===== config.mk =====
export PLATFORM = sky130hd
export DESIGN_NAME = mem_port_arbiter_flat
export DESIGN_NICKNAME = d
export VERILOG_FILES = /design/src/rtl/mem_port_arbiter_if.sv /design/src/rtl/mem_port_arbiter.sv /design/src/flat_wrapper.sv
export SDC_FILE = /design/constraint.sdc
export NUM_CORES = 1
export LEC_CHECK = 0
export ABC_AREA = 1
export BUFFER_PORTS_ARGS = -buffer_cell sky130_fd_sc_hd__buf_2
export CORE_ASPECT_RATIO = 0.5
export CORE_MARGIN = 1
export CORE_UTILIZATION = 44
export DETAILED_ROUTE_END_ITERATION = 10
export PLACE_DENSITY = 0.8
export SETUP_SLACK_MARGIN = 0.02
export SLEW_MARGIN = 20
export SYNTH_ARGS = -nofsm -noshare
export SYNTH_HDL_FRONTEND = slang
export SYNTH_SLANG_ARGS = --single-unit
export TNS_END_PERCENT = 10

===== constraint.sdc =====
create_clock -name clk -period 1.45 [get_ports clk]
set_input_delay 0.0725 -clock clk [delete_from_list [all_inputs] [get_ports clk]]
set_output_delay 0.0725 -clock clk [all_outputs]
set_load 0.01 [all_outputs]

===== src/rtl/mem_port_arbiter_if.sv =====
// Bus bundle for mem_port_arbiter: two requester ports, the shared response and the memory drive.
// slave = arbiter side, master = requesters plus memory.
interface mem_port_arbiter_if #(
  parameter int word_size = 8,
  parameter int addr_size = 8
);
  logic                 req0;
  logic                 we0;
  logic [addr_size-1:0] addr0;
  logic [word_size-1:0] wdata0;
  logic                 req1;
  logic                 we1;
  logic [addr_size-1:0] addr1;
  logic [word_size-1:0] wdata1;
  logic                 gnt0;
  logic                 gnt1;
  logic                 ack0;
  logic                 ack1;
  logic [word_size-1:0] rdata;
  logic [addr_size-1:0] mem_addr;
  logic [word_size-1:0] mem_wdata;
  logic                 mem_we;
  logic [word_size-1:0] mem_rdata;

  modport slave (
    input  req0, we0, addr0, wdata0,
    input  req1, we1, addr1, wdata1,
    input  mem_rdata,
    output gnt0, gnt1, ack0, ack1, rdata,
    output mem_addr, mem_wdata, mem_we
  );

  modport master (
    output req0, we0, addr0, wdata0,
    output req1, we1, addr1, wdata1,
    output mem_rdata,
    input  gnt0, gnt1, ack0, ack1, rdata,
    input  mem_addr, mem_wdata, mem_we
  );
endinterface


===== src/rtl/mem_port_arbiter.sv =====
// Two-port arbiter in front of a single-port synchronous memory; one access per 3 cycles.
// Optional macro ARB_ROUND_ROBIN_EN: round-robin on contention, otherwise port 0 has fixed priority.
module mem_port_arbiter #(
  parameter int word_size = 8,
  parameter int addr_size = 8
) (
  input  logic                   clk,
  input  logic                   rst,
  mem_port_arbiter_if.slave      bus
);

  typedef enum logic [1:0] {
    IDLE   = 2'd0,
    ACCESS = 2'd1,
    RESP   = 2'd2
  } state_t;

  state_t               r_state;
  state_t               w_next;

  logic                 r_gnt0;
  logic                 r_gnt1;
  logic                 r_ack0;
  logic                 r_ack1;
  logic                 r_wr;
  logic [word_size-1:0] r_rdata;
  logic [addr_size-1:0] r_mem_addr;
  logic [word_size-1:0] r_mem_wdata;
  logic                 r_mem_we;

  logic                 w_start;
  logic                 w_win1;

`ifdef ARB_ROUND_ROBIN_EN
  logic                 r_last;
  // On contention, serve the port that did not win last time.
  assign w_win1 = bus.req1 & (~bus.req0 | ~r_last);
`else
  assign w_win1 = bus.req1 & ~bus.req0;
`endif

  assign w_start = (r_state == IDLE) & (bus.req0 | bus.req1);

  always_ff @(posedge clk or negedge rst) begin
    if (!rst) r_state <= IDLE;
    else      r_state <= w_next;
  end

  always_comb begin
    w_next = r_state;
    case (r_state)
      IDLE:    if (w_start) w_next = ACCESS;
      ACCESS:  w_next = RESP;
      RESP:    w_next = IDLE;
      default: w_next = IDLE;
    endcase
  end

  // mem_we is dropped on leaving ACCESS so the memory sees exactly one write edge.
  always_ff @(posedge clk or negedge rst) begin
    if (!rst) begin
      r_gnt0      <= 1'b0;
      r_gnt1      <= 1'b0;
      r_ack0      <= 1'b0;
      r_ack1      <= 1'b0;
      r_wr        <= 1'b0;
      r_rdata     <= '0;
      r_mem_addr  <= '0;
      r_mem_wdata <= '0;
      r_mem_we    <= 1'b0;
`ifdef ARB_ROUND_ROBIN_EN
      r_last      <= 1'b1;
`endif
    end else begin
      r_ack0 <= 1'b0;
      r_ack1 <= 1'b0;
      case (r_state)
        IDLE: begin
          if (w_start) begin
            r_mem_addr  <= w_win1 ? bus.addr1  : bus.addr0;
            r_mem_wdata <= w_win1 ? bus.wdata1 : bus.wdata0;
            r_mem_we    <= w_win1 ? bus.we1    : bus.we0;
            r_wr        <= w_win1 ? bus.we1    : bus.we0;
            r_gnt0      <= ~w_win1;
            r_gnt1      <= w_win1;
`ifdef ARB_ROUND_ROBIN_EN
            r_last      <= w_win1;
`endif
          end
        end
        ACCESS: begin
          r_mem_we <= 1'b0;
        end
        RESP: begin
          if (!r_wr) r_rdata <= bus.mem_rdata;
          r_ack0 <= r_gnt0;
          r_ack1 <= r_gnt1;
          r_gnt0 <= 1'b0;
          r_gnt1 <= 1'b0;
        end
        default: ;
      endcase
    end
  end

  assign bus.gnt0      = r_gnt0;
  assign bus.gnt1      = r_gnt1;
  assign bus.ack0      = r_ack0;
  assign bus.ack1      = r_ack1;
  assign bus.rdata     = r_rdata;
  assign bus.mem_addr  = r_mem_addr;
  assign bus.mem_wdata = r_mem_wdata;
  assign bus.mem_we    = r_mem_we;

endmodule

===== src/flat_wrapper.sv =====
// flat-port wrapper written by rule: the top's interface ports become plain ports
module mem_port_arbiter_flat 
#(
  parameter int word_size = 8,
  parameter int addr_size = 8
)
  (clk, rst, bus_req0, bus_we0, bus_addr0, bus_wdata0, bus_req1, bus_we1, bus_addr1, bus_wdata1, bus_mem_rdata, bus_gnt0, bus_gnt1, bus_ack0, bus_ack1, bus_rdata, bus_mem_addr, bus_mem_wdata, bus_mem_we);
  mem_port_arbiter_if #(.word_size(word_size), .addr_size(addr_size)) bus_i ();
  input  logic clk;
  input  logic rst;
  input wire logic [$bits(bus_i.req0)-1:0] bus_req0;
  input wire logic [$bits(bus_i.we0)-1:0] bus_we0;
  input wire logic [$bits(bus_i.addr0)-1:0] bus_addr0;
  input wire logic [$bits(bus_i.wdata0)-1:0] bus_wdata0;
  input wire logic [$bits(bus_i.req1)-1:0] bus_req1;
  input wire logic [$bits(bus_i.we1)-1:0] bus_we1;
  input wire logic [$bits(bus_i.addr1)-1:0] bus_addr1;
  input wire logic [$bits(bus_i.wdata1)-1:0] bus_wdata1;
  input wire logic [$bits(bus_i.mem_rdata)-1:0] bus_mem_rdata;
  output wire logic [$bits(bus_i.gnt0)-1:0] bus_gnt0;
  output wire logic [$bits(bus_i.gnt1)-1:0] bus_gnt1;
  output wire logic [$bits(bus_i.ack0)-1:0] bus_ack0;
  output wire logic [$bits(bus_i.ack1)-1:0] bus_ack1;
  output wire logic [$bits(bus_i.rdata)-1:0] bus_rdata;
  output wire logic [$bits(bus_i.mem_addr)-1:0] bus_mem_addr;
  output wire logic [$bits(bus_i.mem_wdata)-1:0] bus_mem_wdata;
  output wire logic [$bits(bus_i.mem_we)-1:0] bus_mem_we;
  assign bus_i.req0 = bus_req0;
  assign bus_i.we0 = bus_we0;
  assign bus_i.addr0 = bus_addr0;
  assign bus_i.wdata0 = bus_wdata0;
  assign bus_i.req1 = bus_req1;
  assign bus_i.we1 = bus_we1;
  assign bus_i.addr1 = bus_addr1;
  assign bus_i.wdata1 = bus_wdata1;
  assign bus_i.mem_rdata = bus_mem_rdata;
  assign bus_gnt0 = bus_i.gnt0;
  assign bus_gnt1 = bus_i.gnt1;
  assign bus_ack0 = bus_i.ack0;
  assign bus_ack1 = bus_i.ack1;
  assign bus_rdata = bus_i.rdata;
  assign bus_mem_addr = bus_i.mem_addr;
  assign bus_mem_wdata = bus_i.mem_wdata;
  assign bus_mem_we = bus_i.mem_we;
  mem_port_arbiter #(.word_size(word_size), .addr_size(addr_size)) u_core (.clk(clk), .rst(rst), .bus(bus_i));
endmodule

==> flow_summary.json, run 1 <==
{
  "drive_above_1_share_pct": 40.5,
  "row_count": 14,
  "drc": 0,
  "fin_crit_ns": 1.20,
  "hpwl_mm": 2.28,
  "crit_type": "reg2reg",
  "num_vias": 1315,
  "port-buffer-count": 74,
  "startpoint_type": "flip-flop",
  "finalWorstSetupSlack_ns": 0.248,
  "hold_viol": 0,
  "async_flop_share_pct": 100,
  "ys.flop_type": "dfrtp_1",
  "cts_buffer_depth": 2,
  "syn-num-nets": 207,
  "setup_viol": 0,
  "cts_buffers": 5,
  "grt_max_degree": 33,
  "crit_start": "u_core.r_wr$_DFFE_PN0P_",
  "ir_drop_uv": 976,
  "die_area_um2": 3550,
  "synth_cells": 161,
  "drt-initial-drc-count": 71,
  "end_kind": "flip-flop",
  "area_growth_pct": 31.5,
  "tritoncts": "done",
  "skew_ns": 0.00260,
  "cp_max_fo": 16,
  "io_pins": 75,
  "finalCritPeriodShare_pct": 82.9,
  "min_path_type": "in2reg",
  "syn_avg_cell_area_um2": 9.03,
  "fillers": 276,
  "ant_nets": 0,
  "die_x_um": 83.3,
  "vias_per_cell": 4.75,
  "critical_path_required_ns": 1.60,
  "synthesis.area_um2": 1450,
  "numClockSinks": 32,
  "multi_input_area_um2": 520,
  "post-place-ws_ns": 0.247,
  "ys_seq_area_share_pct": 55.1,
  "grt_overflow": 0,
  "fin_nets": 283,
  "ys_seq_elements": 32,
  "die_h_um": 42.6,
  "cts_resized": 0,
  "start_util_pct": 47.4,
  "setup.worst_path.end": "u_core.bus.rdata[1]$_DFFE_PN0P_",
  "drv_slew": 0,
  "rsz0062_at_grt": "no",
  "worstPathArrival_ns": 1.35,
  "cap_viol_max_count": 0,
  "post_drt_wl_per_cell_um": 11.2,
  "outcome": "complete, no violations",
  "ff_latch_area_um2": 801,
  "grt_pass1_vias": 1188,
  "core_um2": 3070,
  "reg2reg_from": "u_core.r_wr$_DFFE_PN0P_",
  "clk_root_buffer_cell": "clkbuf_8",
  "diodes": 0,
  "synth_edf_count": 0,
  "grt_usage_pct": 18.5,
  "p_leak_nw": 1.09,
  "drt-total-wl_mm": 3.10,
  "gp_congestion": 0.712,
  "p_per_area_nw_per_um2": 2010,
  "r2r_cells": 3,
  "yosysTopAreaCell": "dfrtp_1",
  "grt_pass1_wl_mm": 5.07,
  "grt_antenna_before_repair": 0,
  "clock_latency_ns": 0.27,
  "fin_tns_setup_ns": 0,
  "drt_first_pass_iters": 4,
  "r2r_slack_ns": 0.25,
  "htree_levels": 2,
  "synth.area.top_cells": "dfrtp_1 (55%), nand3_1 (18%), nand2_1 (9.8%)",
  "tightest_slew_ns": 0.712,
  "clkTransAtPathRegs_ns": 0.06,
  "yosysWarningCount": 0,
  "timing.rr.end": "u_core.bus.rdata[1]$_DFFE_PN0P_",
  "synth.most_common_cell": "nand3_1",
  "ys_top_cells_by_count": "nand3_1 (52), nand2_1 (38), dfrtp_1 (32)",
  "slew_headroom_pct": 52.5,
  "max_freq_mhz": 832,
  "min_from": "bus_mem_rdata[2]",
  "yosysUniqueCellTypes": 13,
  "synth_top_area_share_pct": 55.1
}
per-stage QoR:
stage	total power [W]	std cells	hold slack (ns)	area, um^2	util, %
3_3_place_gp	0.00320	269	0.155	1820	59.5
5_1_grt	0.00416	277	0.0319	1910	62.4
2_1_floorplan	0.00270	161	-0.223	1450	-
4_1_cts	0.00390	277	0.0372	1910	62.4
6_report	0.00385	277	0.0418	1910	62.4
3_5_place_dp	0.00327	269	0.163	1820	59.5
area by class of cell:
cell class                      count  area share, %
Sequential cell                    32           41.9
Multi-Input combinational cell    104           27.2
Timing Repair Buffer               78           21.1
Clock buffer                        6           3.80
Inverter                           16           3.14
Tap cell                           40           2.62
Clock inverter                      1          0.262
report_power, final:
part / leakage [nW] / switching, W / internal, W
clock: 0.0410 / 0.000288 / 0.000325
combinational: 0.647 / 0.00101 / 0.000673
sequential: 0.399 / 0.000235 / 0.00131
sequential cells by signal (all words and copies together), names as in the netlist:
name,cells
u_core.r_state,2
u_core.bus.ack0,1
u_core.bus.gnt1,1
u_core.bus.mem_wdata,8
u_core.bus.mem_addr,8
u_core.bus.gnt0,1
u_core.bus.mem_we,1
u_core.r_wr,1
u_core.bus.ack1,1
u_core.bus.rdata,8
logic make-up (layout without fill, tap and decap cells):
family | count (synthesis) | after routing | synth area share, %
compound gates | 8 | 8 | 4.82
flops | 32 | 32 | 55.1
simple gates | 96 | 96 | 31.0
buf+inv | 25 | 101 | 9.12
layout by cell type (no fill, tap or decap):
| master | synthesis | routed |
|---|---|---|
| buf_2 | 4 | 74 |
| buf_4 | 1 | 3 |
| clkbuf_1 | 0 | 1 |
| clkbuf_8 | 0 | 5 |
| clkinv_2 | 0 | 1 |
| dfrtp_1 | 32 | 32 |
| dlygate4sd3_1 | 0 | 1 |
| inv_1 | 15 | 15 |
| inv_2 | 1 | 1 |
| nand2_1 | 38 | 38 |
| nand2_2 | 1 | 1 |
| nand3_1 | 52 | 52 |
| nand3b_2 | 1 | 1 |
| nor2_1 | 2 | 2 |
| nor2_4 | 2 | 2 |
| o21ai_2 | 8 | 8 |
routing by layer:
metal	vias up	track usage (%)	wire (um)
li1	672	-	-
met5	-	0	0
met4	0	5.52	30
met2	34	33.3	1560
met1	604	21.7	1340
met3	5	5.71	160
worst min path at each step:
stage,end,slack [ns],cells after the start
2_1_floorplan,u_core.bus.ack0$_DFF_PN0_,-0.22,0
6_report,u_core.bus.rdata[2]$_DFFE_PN0P_,0.04,3
3_3_place_gp,u_core.bus.rdata[6]$_DFFE_PN0P_,0.15,1
3_5_place_dp,u_core.bus.rdata[5]$_DFFE_PN0P_,0.16,1
4_1_cts,u_core.bus.mem_addr[6]$_DFFE_PN0P_,0.04,3
5_1_grt,u_core.bus.mem_wdata[2]$_DFFE_PN0P_,0.03,3
what timing repair did:
item                                   CTS  global route
buffers inserted                         0             0
hold buffers                             1             0
endpoints found under the hold margin   32             0
worst max-delay path, cell delays in order (launching register included):
cell and delay, ns:
dfrtp_1 0.37, nand3b_2 0.45, nand2_1 0.19, o21ai_2 0.07
No activity file was read; power rests on OpenSTA's default activity.
==> run 2, diff against run 1 <==
--- a/config.mk
+++ b/config.mk
@@ -5,13 +5,13 @@
 export SDC_FILE = /design/constraint.sdc
 export NUM_CORES = 1
 export LEC_CHECK = 0
-export ABC_AREA = 1
+export ABC_AREA = 0
 export BUFFER_PORTS_ARGS = -buffer_cell sky130_fd_sc_hd__buf_2
 export CORE_ASPECT_RATIO = 0.5
 export CORE_MARGIN = 1
-export CORE_UTILIZATION = 44
+export CORE_UTILIZATION = 45
 export DETAILED_ROUTE_END_ITERATION = 10
-export PLACE_DENSITY = 0.8
+export PLACE_DENSITY = 0.81
 export SETUP_SLACK_MARGIN = 0.02
 export SLEW_MARGIN = 20
 export SYNTH_ARGS = -nofsm -noshare
==> constraint.sdc (replaced) <==
create_clock -name clk -period 1.21 [get_ports clk]
set_input_delay 0.0605 -clock clk [delete_from_list [all_inputs] [get_ports clk]]
set_output_delay 0.0605 -clock clk [all_outputs]
set_load 0.01 [all_outputs]
==> run 2 against run 1 <==
The run now ends with DRC, setup timing left. Flip-flop and latch count unchanged. Final area grew 14%. Global-route usage is 4.2 points higher. Clock power rose by 37%. Non-clock buffer count is 12 higher. Synthesized cell count decreased by 13%. Largest power group unchanged. Clock skew shrank 0.00077 ns. Sequential share of layout area fell by 5.2 points. Die area is 2.7% higher. Setup slack got worse by 0.33 ns. Register-to-register slack worse by 0.33 ns.
==> flow_summary.json, run 2 <==
{
  "outcome": "complete, but fails checks",
  "violations": "DRC, setup timing",
  "p_seq_share_pct": 35.5,
  "ir_drop_uv": 1180,
  "grt_use_met2_pct": 38.9,
  "yosysUniqueCellTypes": 22,
  "end_kind": "flip-flop",
  "vias_per_cell": 5.58,
  "grt_pass1_vias": 1395,
  "hold_viol": 0,
  "start_util_pct": 49.0,
  "synth_top_area_share_pct": 52.4,
  "ys_seq_area_share_pct": 52.4,
  "grt_antenna_before_repair": 0,
  "hold_depth": 3,
  "syn-num-nets": 186,
  "min_from": "bus_wdata0[0]",
  "diodes": 0,
  "area_growth_pct": 43.1,
  "timing.rr.end": "u_core.bus.mem_addr[7]$_DFFE_PN0P_",
  "drt-total-wl_mm": 4.05,
  "cts_buffers": 5,
  "post_drt_wl_per_cell_um": 15.1,
  "final_common_cell": "buf_2",
  "die_x_um": 84.4,
  "core_um2": 3120,
  "placed_cell_area_um2": 1960,
  "gp_congestion": 0.756,
  "crit_slowest_cell": "dfrtp_2",
  "cap_viol_max_count": 0,
  "worstPathArrival_ns": 1.45,
  "skew_ns": 0.00183,
  "synth_edf_count": 0,
  "crit_buf_inv": 1,
  "finalInstanceArea_um2": 2190,
  "ys_top_cells_by_count": "dfrtp_1 (32), nand2_1 (19), a22oi_1 (18)",
  "cts_buffer_depth": 2,
  "finalWorstSetupSlack_ns": -0.0859,
  "min_path_type": "in2reg",
  "drc": 6,
  "startpoint_type": "flip-flop",
  "async_flop_share_pct": 100,
  "grt_max_degree": 33,
  "power.switching_w": 0.00207,
  "grt_usage_pct": 22.7,
  "layout_common_cells": "buf_2 (74), dfrtp_1 (31), nand2_1 (19), a2bb2oi_1 (17), o21ai_1 (17)",
  "post-place-ws_ns": -0.126,
  "crit_family": "flip-flops",
  "drive_above_1_share_pct": 50.2,
  "yosysTopAreaCell": "dfrtp_1",
  "clock_latency_ns": 0.28,
  "setup_viol": 25,
  "crit_chain": "or2_4 -> buf_12 -> a22oi_2 -> o21ai_1",
  "syn_avg_cell_area_um2": 10.9,
  "holdPathEnd": "u_core.bus.mem_wdata[0]$_DFFE_PN0P_",
  "synth_cells": 140,
  "port-buffer-count": 74,
  "p_int_w": 0.00360,
  "drt_first_pass_iters": 7,
  "clkPwrFrac_pct": 14.7,
  "die_area_um2": 3650,
  "row_count": 14,
  "fin_nets": 272,
  "p_per_area_nw_per_um2": 2590,
  "yosysWarningCount": 0,
  "p_leak_nw": 1.08,
  "gr-usage-met1_pct": 28.1,
  "ys.flop_type": "dfrtp_1",
  "num_vias": 1491,
  "numClockSinks": 32,
  "tritoncts": "done",
  "io_pins": 75,
  "slowest_delay_ns": 0.44,
  "fin_hold_ws_ns": 0.00683,
  "drv_slew": 0,
  "fillers": 230,
  "ys_seq_elements": 32,
  "r2r_cells": 4,
  "top_usage_layer": "met2",
  "synth.most_common_cell": "dfrtp_1",
  "max_freq_mhz": 772,
  "grt_overflow": 0,
  "clk_root_buffer_cell": "clkbuf_8",
  "crit_type": "reg2reg",
  "ant_nets": 0,
  "fin_crit_ns": 1.30,
  "tightest_slew_ns": 0.404,
  "die_h_um": 43.2,
  "synth.area.top_cells": "dfrtp_1 (52%), a2bb2oi_1 (9.7%), a22oi_1 (8.8%)",
  "grt_pass1_wl_mm": 6.27,
  "drt-initial-drc-count": 73,
  "fin_tns_setup_ns": -1.28,
  "reg2reg_from": "u_core.r_state[0]$_DFFE_PN0P_",
  "combPwrFrac_pct": 49.8,
  "finalCritPeriodShare_pct": 107,
  "swShare_pct": 36.5,
  "grt_util_met3_pct": 5.84,
  "rsz0062_at_grt": "yes",
  "htree_levels": 2,
  "cp_max_fo": 18,
  "critical_path_required_ns": 1.37,
  "r2r_slack_ns": -0.09,
  "hpwl_mm": 2.67,
  "synthesis.area_um2": 1530,
  "clkTransAtPathRegs_ns": 0.06,
  "slew_headroom_pct": 73.1
}
[run 2: cell count changes after synthesis, sizes merged, moves of 3 or more]
cell	before	now
nand2	39	19
o21ai	8	20
nand3	52	0
inv	16	1
mux2	0	8
clkbuf	0	3
a22oi	0	18
a2bb2oi	0	17
[run 2: how the worst max path moves through the flow]
stage               cells after the start                          start                                 end
detailed placement                      4  u_core.r_state[0]$_DFFE_PN0P_  u_core.bus.mem_addr[7]$_DFFE_PN0P_
CTS                                     4  u_core.r_state[1]$_DFFE_PN0P_  u_core.bus.mem_addr[3]$_DFFE_PN0P_
floorplan                               6  u_core.r_state[1]$_DFFE_PN0P_  u_core.bus.mem_addr[0]$_DFFE_PN0P_
global placement                        3  u_core.r_state[0]$_DFFE_PN0P_     u_core.bus.rdata[0]$_DFFE_PN0P_
finish                                  4  u_core.r_state[0]$_DFFE_PN0P_  u_core.bus.mem_addr[7]$_DFFE_PN0P_
global route                            4  u_core.r_state[0]$_DFFE_PN0P_  u_core.bus.mem_addr[7]$_DFFE_PN0P_
[run 2: logic make-up after synthesis]
group | after synthesis | synth area share, %
flip-flops | 32 | 52.4
AND/OR/NAND/NOR | 29 | 9.41
buffers and inverters | 13 | 6.06
multiplexers | 8 | 5.89
AO/OA/AOI/OAI | 58 | 26.3
[run 2: timing repair]
item                                    CTS  global route
endpoints found under the setup margin   25            26
gates resized for setup                   9            10
cloned                                    1             0
pin swaps                                 1             1
hold endpoints to repair                 32             2
hold buffers                              1             2
buffers inserted                          1             0
[run 2: area by class of cell]
| type | count | area [um^2] | share of cell area [%] |
|---|---|---|---|
| Inverter | 2 | 7.51 | 0.343 |
| Tap cell | 40 | 50.0 | 2.29 |
| Timing Repair Buffer | 90 | 538 | 24.6 |
| Clock buffer | 8 | 90.1 | 4.12 |
| Multi-Input combinational cell | 95 | 701 | 32.0 |
| Sequential cell | 32 | 802 | 36.6 |
[run 2: tightest hold or removal path: stages]
cell and delay, ns:
buf_2 0.08, a22oi_2 0.04, o21ai_1 0.06
[run 2: per-stage QoR]
step                util (%)  std cells  total power (W)
global placement        62.8        254          0.00427
global route            70.2        267          0.00599
CTS                     68.2        265          0.00555
finish                  70.2        267          0.00567
detailed placement      62.8        254          0.00440
floorplan                  -        140          0.00359
[run 2: layer usage]
layer  routed length (um)  up-vias  share of wire [%]
li1                     -      692                  -
met1                 1780      737                 44
met2                 2000       54                 49
met3                  199        8                4.9
met4                   65        0                1.6
met5                    0        -                  0
[run 2: power by group through the flow]
stage	Combinational [W]	Sequential (W)	Clock (W)
detailed placement	0.00242	0.00198	0
finish	0.00282	0.00201	0.000837
CTS	0.00270	0.00198	0.000863
floorplan	0.00141	0.00218	0
global route	0.00300	0.00208	0.000908
global placement	0.00232	0.00195	0
